### src/rtl/uncache_axi_unit.sv
// uncache_axi_unit: bridges single uncached CPU accesses onto an AXI master
// port, keeping one transaction outstanding at a time.
// Reads use AR then R. Writes use AW and W in parallel, then B.
// The AXI fields not brought out here are tied by the surrounding wrapper:
// id=0, len=0, burst=INCR, lock/cache/prot=0, wlast=1.
// Optional feature macro: UNCACHE_WBUF_EN. When it is defined, a write
// reports data_ok in the cycle after it is accepted. The unit still refuses
// new requests until bvalid retires the write.
module uncache_axi_unit (
   input  logic        aclk,
   input  logic        aresetn,
   input  logic        req,
   input  logic        wr,
   input  logic [1:0]  size,
   input  logic [31:0] addr,
   input  logic [3:0]  wstrb,
   input  logic [31:0] wdata,
   output logic        addr_ok,
   output logic        data_ok,
   output logic [31:0] rdata,
   output logic [31:0] araddr,
   output logic [2:0]  arsize,
   output logic        arvalid,
   input  logic        arready,
   input  logic [31:0] axi_rdata,
   input  logic        rvalid,
   output logic        rready,
   output logic [31:0] awaddr,
   output logic [2:0]  awsize,
   output logic        awvalid,
   input  logic        awready,
   output logic [31:0] axi_wdata,
   output logic [3:0]  axi_wstrb,
   output logic        wvalid,
   input  logic        wready,
   input  logic        bvalid,
   output logic        bready
);

   typedef enum logic [2:0] {
      S_IDLE  = 3'd0,
      S_RD_AR = 3'd1,
      S_RD_R  = 3'd2,
      S_WR_AW = 3'd3,
      S_WR_B  = 3'd4,
      S_RESP  = 3'd5
   } state_t;

   state_t      state_r;
   state_t      state_s;
   logic        accept_s;
   logic        aw_fire_s;
   logic        w_fire_s;
   logic [1:0]  size_r;
   logic [31:0] addr_r;
   logic [3:0]  wstrb_r;
   logic [31:0] wdata_r;
   logic [31:0] rdata_r;
   logic        aw_done_r;
   logic        w_done_r;
`ifdef UNCACHE_WBUF_EN
   logic        wbuf_ok_r;
`endif

   // Next-state decode and per-channel write handshake detection.
   always_comb begin
      state_s   = state_r;
      accept_s  = 1'b0;
      aw_fire_s = 1'b0;
      w_fire_s  = 1'b0;
      case (state_r)
         S_IDLE: begin
            if (req) begin
               accept_s = 1'b1;
               state_s  = wr ? S_WR_AW : S_RD_AR;
            end else begin
               state_s = S_IDLE;
            end
         end
         S_RD_AR: begin
            if (arready) begin
               state_s = S_RD_R;
            end else begin
               state_s = S_RD_AR;
            end
         end
         S_RD_R: begin
            if (rvalid) begin
               state_s = S_RESP;
            end else begin
               state_s = S_RD_R;
            end
         end
         S_WR_AW: begin
            aw_fire_s = ~aw_done_r & awready;
            w_fire_s  = ~w_done_r & wready;
            if ((aw_done_r | aw_fire_s) & (w_done_r | w_fire_s)) begin
               state_s = S_WR_B;
            end else begin
               state_s = S_WR_AW;
            end
         end
         S_WR_B: begin
            if (bvalid) begin
`ifdef UNCACHE_WBUF_EN
               state_s = S_IDLE;
`else
               state_s = S_RESP;
`endif
            end else begin
               state_s = S_WR_B;
            end
         end
         S_RESP: begin
            state_s = S_IDLE;
         end
         default: begin
            state_s = S_IDLE;
         end
      endcase
   end

   // State register. Reset aborts any in-flight transaction.
   always_ff @(posedge aclk or negedge aresetn) begin
      if (!aresetn) begin
         state_r <= S_IDLE;
      end else begin
         state_r <= state_s;
      end
   end

   // Request capture. The payload stays stable on the AXI side until its handshake completes.
   always_ff @(posedge aclk or negedge aresetn) begin
      if (!aresetn) begin
         size_r  <= 2'd0;
         addr_r  <= 32'd0;
         wstrb_r <= 4'd0;
         wdata_r <= 32'd0;
      end else if (accept_s) begin
         size_r  <= size;
         addr_r  <= addr;
         wstrb_r <= wr ? wstrb : 4'd0;
         wdata_r <= wr ? wdata : 32'd0;
      end
   end

   // AW/W completion flags let the two channels finish in either order.
   always_ff @(posedge aclk or negedge aresetn) begin
      if (!aresetn) begin
         aw_done_r <= 1'b0;
         w_done_r  <= 1'b0;
      end else if (accept_s) begin
         aw_done_r <= 1'b0;
         w_done_r  <= 1'b0;
      end else begin
         aw_done_r <= aw_done_r | aw_fire_s;
         w_done_r  <= w_done_r | w_fire_s;
      end
   end

   // Read data holding register. Only a completed read updates it.
   always_ff @(posedge aclk or negedge aresetn) begin
      if (!aresetn) begin
         rdata_r <= 32'd0;
      end else if ((state_r == S_RD_R) && rvalid) begin
         rdata_r <= axi_rdata;
      end
   end

`ifdef UNCACHE_WBUF_EN
   // Early write completion: pulse once, in the cycle after a write is accepted.
   always_ff @(posedge aclk or negedge aresetn) begin
      if (!aresetn) begin
         wbuf_ok_r <= 1'b0;
      end else begin
         wbuf_ok_r <= accept_s & wr;
      end
   end

   assign data_ok = (state_r == S_RESP) | wbuf_ok_r;
`else
   assign data_ok = (state_r == S_RESP);
`endif

   // aresetn is included so that addr_ok reads 0 while reset is held.
   assign addr_ok   = aresetn & (state_r == S_IDLE);
   assign rdata     = rdata_r;
   assign araddr    = addr_r;
   assign arsize    = {1'b0, size_r};
   assign arvalid   = (state_r == S_RD_AR);
   assign rready    = (state_r == S_RD_R);
   assign awaddr    = addr_r;
   assign awsize    = {1'b0, size_r};
   assign awvalid   = (state_r == S_WR_AW) & ~aw_done_r;
   assign axi_wdata = wdata_r;
   assign axi_wstrb = wstrb_r;
   assign wvalid    = (state_r == S_WR_AW) & ~w_done_r;
   assign bready    = (state_r == S_WR_B);

endmodule

### config.mk
export PLATFORM = sky130hd
export DESIGN_NAME = uncache_axi_unit
export DESIGN_NICKNAME = d
export VERILOG_FILES = /design/src/rtl/uncache_axi_unit.sv
export SDC_FILE = /design/constraint.sdc
export NUM_CORES = 1
export LEC_CHECK = 0
export ABC_AREA = 0
export CAP_MARGIN = 20
export CORE_MARGIN = 3
export CORE_UTILIZATION = 43
export CTS_BUF_LIST = sky130_fd_sc_hd__clkbuf_8
export CTS_CLUSTER_DIAMETER = 60
export DETAILED_ROUTE_END_ITERATION = 8
export PLACE_DENSITY = 0.89
export SLEW_MARGIN = 20
export SYNTH_ARGS = -nofsm -noshare
export SYNTH_HDL_FRONTEND = slang
export SYNTH_SLANG_ARGS = --single-unit
### constraint.sdc
create_clock -name aclk -period 4.18 [get_ports aclk]
set_clock_uncertainty 0.15 [all_clocks]
set_input_delay 0.418 -clock aclk [delete_from_list [all_inputs] [get_ports aclk]]
set_output_delay 0.418 -clock aclk [all_outputs]
set_load 0.03 [all_outputs]
==> flow_summary.yaml <==
cts:
  cts_max_level: 3
  clkSinkCount: 107
  ctsRootBufferMaster: "clkbuf_8"
  cts_tree: "built"
  clk_pin_slew_ps: 100
  post_cts_resized: 0
  numCtsBuffers: 9
  cts.path.max_buffers: 2
  clkLatencyLatePin_ps: 370
timing:
  setup_violations: 0
  timing.fmax_mhz: 338.6
  rsz0062_at_grt: "no"
  relSlewSlack: 0.3497
  min_period_ps: 2953
  holdWs_ps: 322.7
  slew_violations: 0
  hold_viol_final: 0
  timing.final.crit_share: 0.7066
  max_slew.worst_pin.slew_ps: 975.4
  fin_tns_setup_ps: 0
layout:
  design_area_um2: 7005
  drive_above_1_share: 0.03969
  num-nets-final: 761
  n_fill_cell: 734
  syn_to_final_growth_pct: 54.33
  antennaDiodeCount: 0
worst_setup_path:
  cp_cell_sequence: "dlygate4sd3_1, buf_4, nor4b_1, clkdlybuf4s50_1"
  worstPathMaxFanout: 30
  crit_required_ps: 3610
  crit_slowest_cell: "clkdlybuf4s50_1"
  crit_buf_inv: 3
  cp_top_family: "buffers and inverters"
  worstSetupPathType: "in2out"
  cp.arrival_ps: 2390
  critPathCaptureType: "output pin"
  start_kind: "input pin"
  cpPeakStageDelay_ps: 740
floorplanning:
  row_count: 36
  dieWidth_um: 108.7
  core-area_um2: 10000
  start_util: 0.4540
  die_h_um: 108.7
  die_area_um2: 11830
  ioPinCount: 256
synthesis:
  netlist_area_um2: 4539
  ys_seq_area_frac: 0.5899
  synth_edf_count: 0
  synth_top_cell_area_share: 0.5899
  async_flop_share: 1.000
  yosys.area.top_type: "dfrtp_1"
  synth_warnings: 0
  synth_area_per_cell_um2: 10.27
  synth_common_cells: "nand2_1 (177), dfrtp_1 (107), buf_4 (38)"
  synth_seq_cells: 107
  synth_area_leaders: "dfrtp_1 (59%), nand2_1 (15%), mux2_1 (7.9%)"
  yosysUniqueCellTypes: 27
  post-synth-top-count-cell: "nand2_1"
  synth_flop_cell: "dfrtp_1"
  syn_inst: 442
grt:
  antenna_found_initial: 0
  grt_start_max_net_pins: 80
  grt_overflow: 0
  grt_pass1_vias: 3834
  grt_usage: 0.2111
  grt_pass1_wl_um: 19240
power:
  ir_drop_uv: 405.4
  switchingPower_mw: 2.630
  p_int_mw: 3.101
  powerDensity_nw_per_um2: 818.0
  seqPwrFrac: 0.313
  power.share.combinational: 0.583
  p_leak_nw: 3.247
  p_total_mw: 5.730
  clockPowerShare: 0.104
  swShare: 0.4589
routing:
  wl_per_cell_um: 16.10
  first_iter_violations: 165
  vias: 3816
  antenna_left: 0
  firstDrtPassIters: 4
  drt-total-wl_um: 12690
  vias_per_cell: 4.843
  post-route-drc-count: 0
flow_run:
  drv_cap: 0
placed_design:
  numPortBuffers: 253
  dp_hpwl_um: 9726
  gp_congestion: 0.7706
  placed_area_um2: 6808
hold_path:
  hold_path_class: "reg2reg"
status:
  status: "complete, no violations"
-- through the flow --
stage,utilization,instances,setup WS (ps)
after floorplan,-,443,2035
after global placement,0.6813,771,1813
after detailed placement,0.6808,771,1770
after CTS,0.7006,788,1169
after global routing,0.7006,788,1121
final,0.7006,788,1227
-- final cells by class --
type / instances / area [µm²] / share of cell area
well taps: 133 / 166.4 / 0.02375
clock buffers: 11 / 151.4 / 0.02161
flip-flops and latches: 107 / 2678 / 0.3822
repair buffers: 259 / 2572 / 0.3672
inverters: 2 / 7.507 / 0.001072
multi-input cells: 271 / 1394 / 0.1990
clock inverters: 5 / 36.28 / 0.005179
-- routing by layer --
metal	share of wire	wire, µm	GRT usage
met2	0.53	6753	0.3800
met1	0.35	4435	0.2301
met3	0.092	1173	0.06394
met5	0	0	0
met4	0.026	328	0.08927
-- cell usage in the layout (no fill, tap or decap), drive strengths merged, types with 2 or more instances in the layout --
cell             n
a21oi            2
and3b            2
buf              7
clkbuf          11
clkdlybuf4s50  251
clkinv           4
conb             2
dfrtp          107
inv              3
mux2            32
nand2          177
nand3           36
nand3b           2
nor2             5
nor3b            3
nor4b            2
-- worst min-delay path, stage by stage, from the launching register on --
cell and delay [ps]:
dfrtp_1 350, nand2_1 50, nand2_1 50
-- power groups by stage --
stage / sequential [mW] / combinational [mW] / clock, mW
floorplan: 2.61 / 1.27 / 0
global route: 1.85 / 3.52 / 0.661
finish: 1.79 / 3.34 / 0.597
global placement: 1.78 / 3.30 / 0
detailed placement: 1.81 / 3.38 / 0
CTS: 1.79 / 3.38 / 0.617
-- sequential cells by signal, summed over array words and instances, names as in the netlist --
name	flops
araddr	32
state_r	3
size_r	2
axi_wdata	32
aw_done_r	1
w_done_r	1
rdata	32
axi_wstrb	4
-- cells by family (layout without fill, tap and decap cells) --
| kind of cell | count (synthesis) | in the layout | share of synthesized area |
|---|---|---|---|
| buffers and inverters | 65 | 277 | 0.1058 |
| DFF | 107 | 107 | 0.5899 |
| and+or+nand+nor | 230 | 230 | 0.2136 |
| muxes | 32 | 32 | 0.07938 |
| other | 1 | 2 | 0.0008261 |
| AOI/OAI and AO/OA | 7 | 7 | 0.01048 |
-- path summary, 6_finish.rpt --
kind	from	end	slack, ps	depth (start not counted)
worst max-delay path	aresetn	addr_ok	1230	4
worst min-delay path	axi_wdata[22]	axi_wdata[22]	320	2
worst max register to register	state_r[0]	axi_wdata[20]	2080	4
worst min register to register	axi_wdata[22]	axi_wdata[22]	320	2
max in group asynchronous	aresetn	axi_wdata[26]	2180	3
min in group asynchronous	aresetn	aw_done_r	400	2
-- what timing repair did --
action / in CTS / in global routing
hold buffers: 1 / 0
setup buffers: 0 / 0
endpoints found under the hold margin: 28 / 0
No activity file was read; power rests on OpenSTA's default activity.
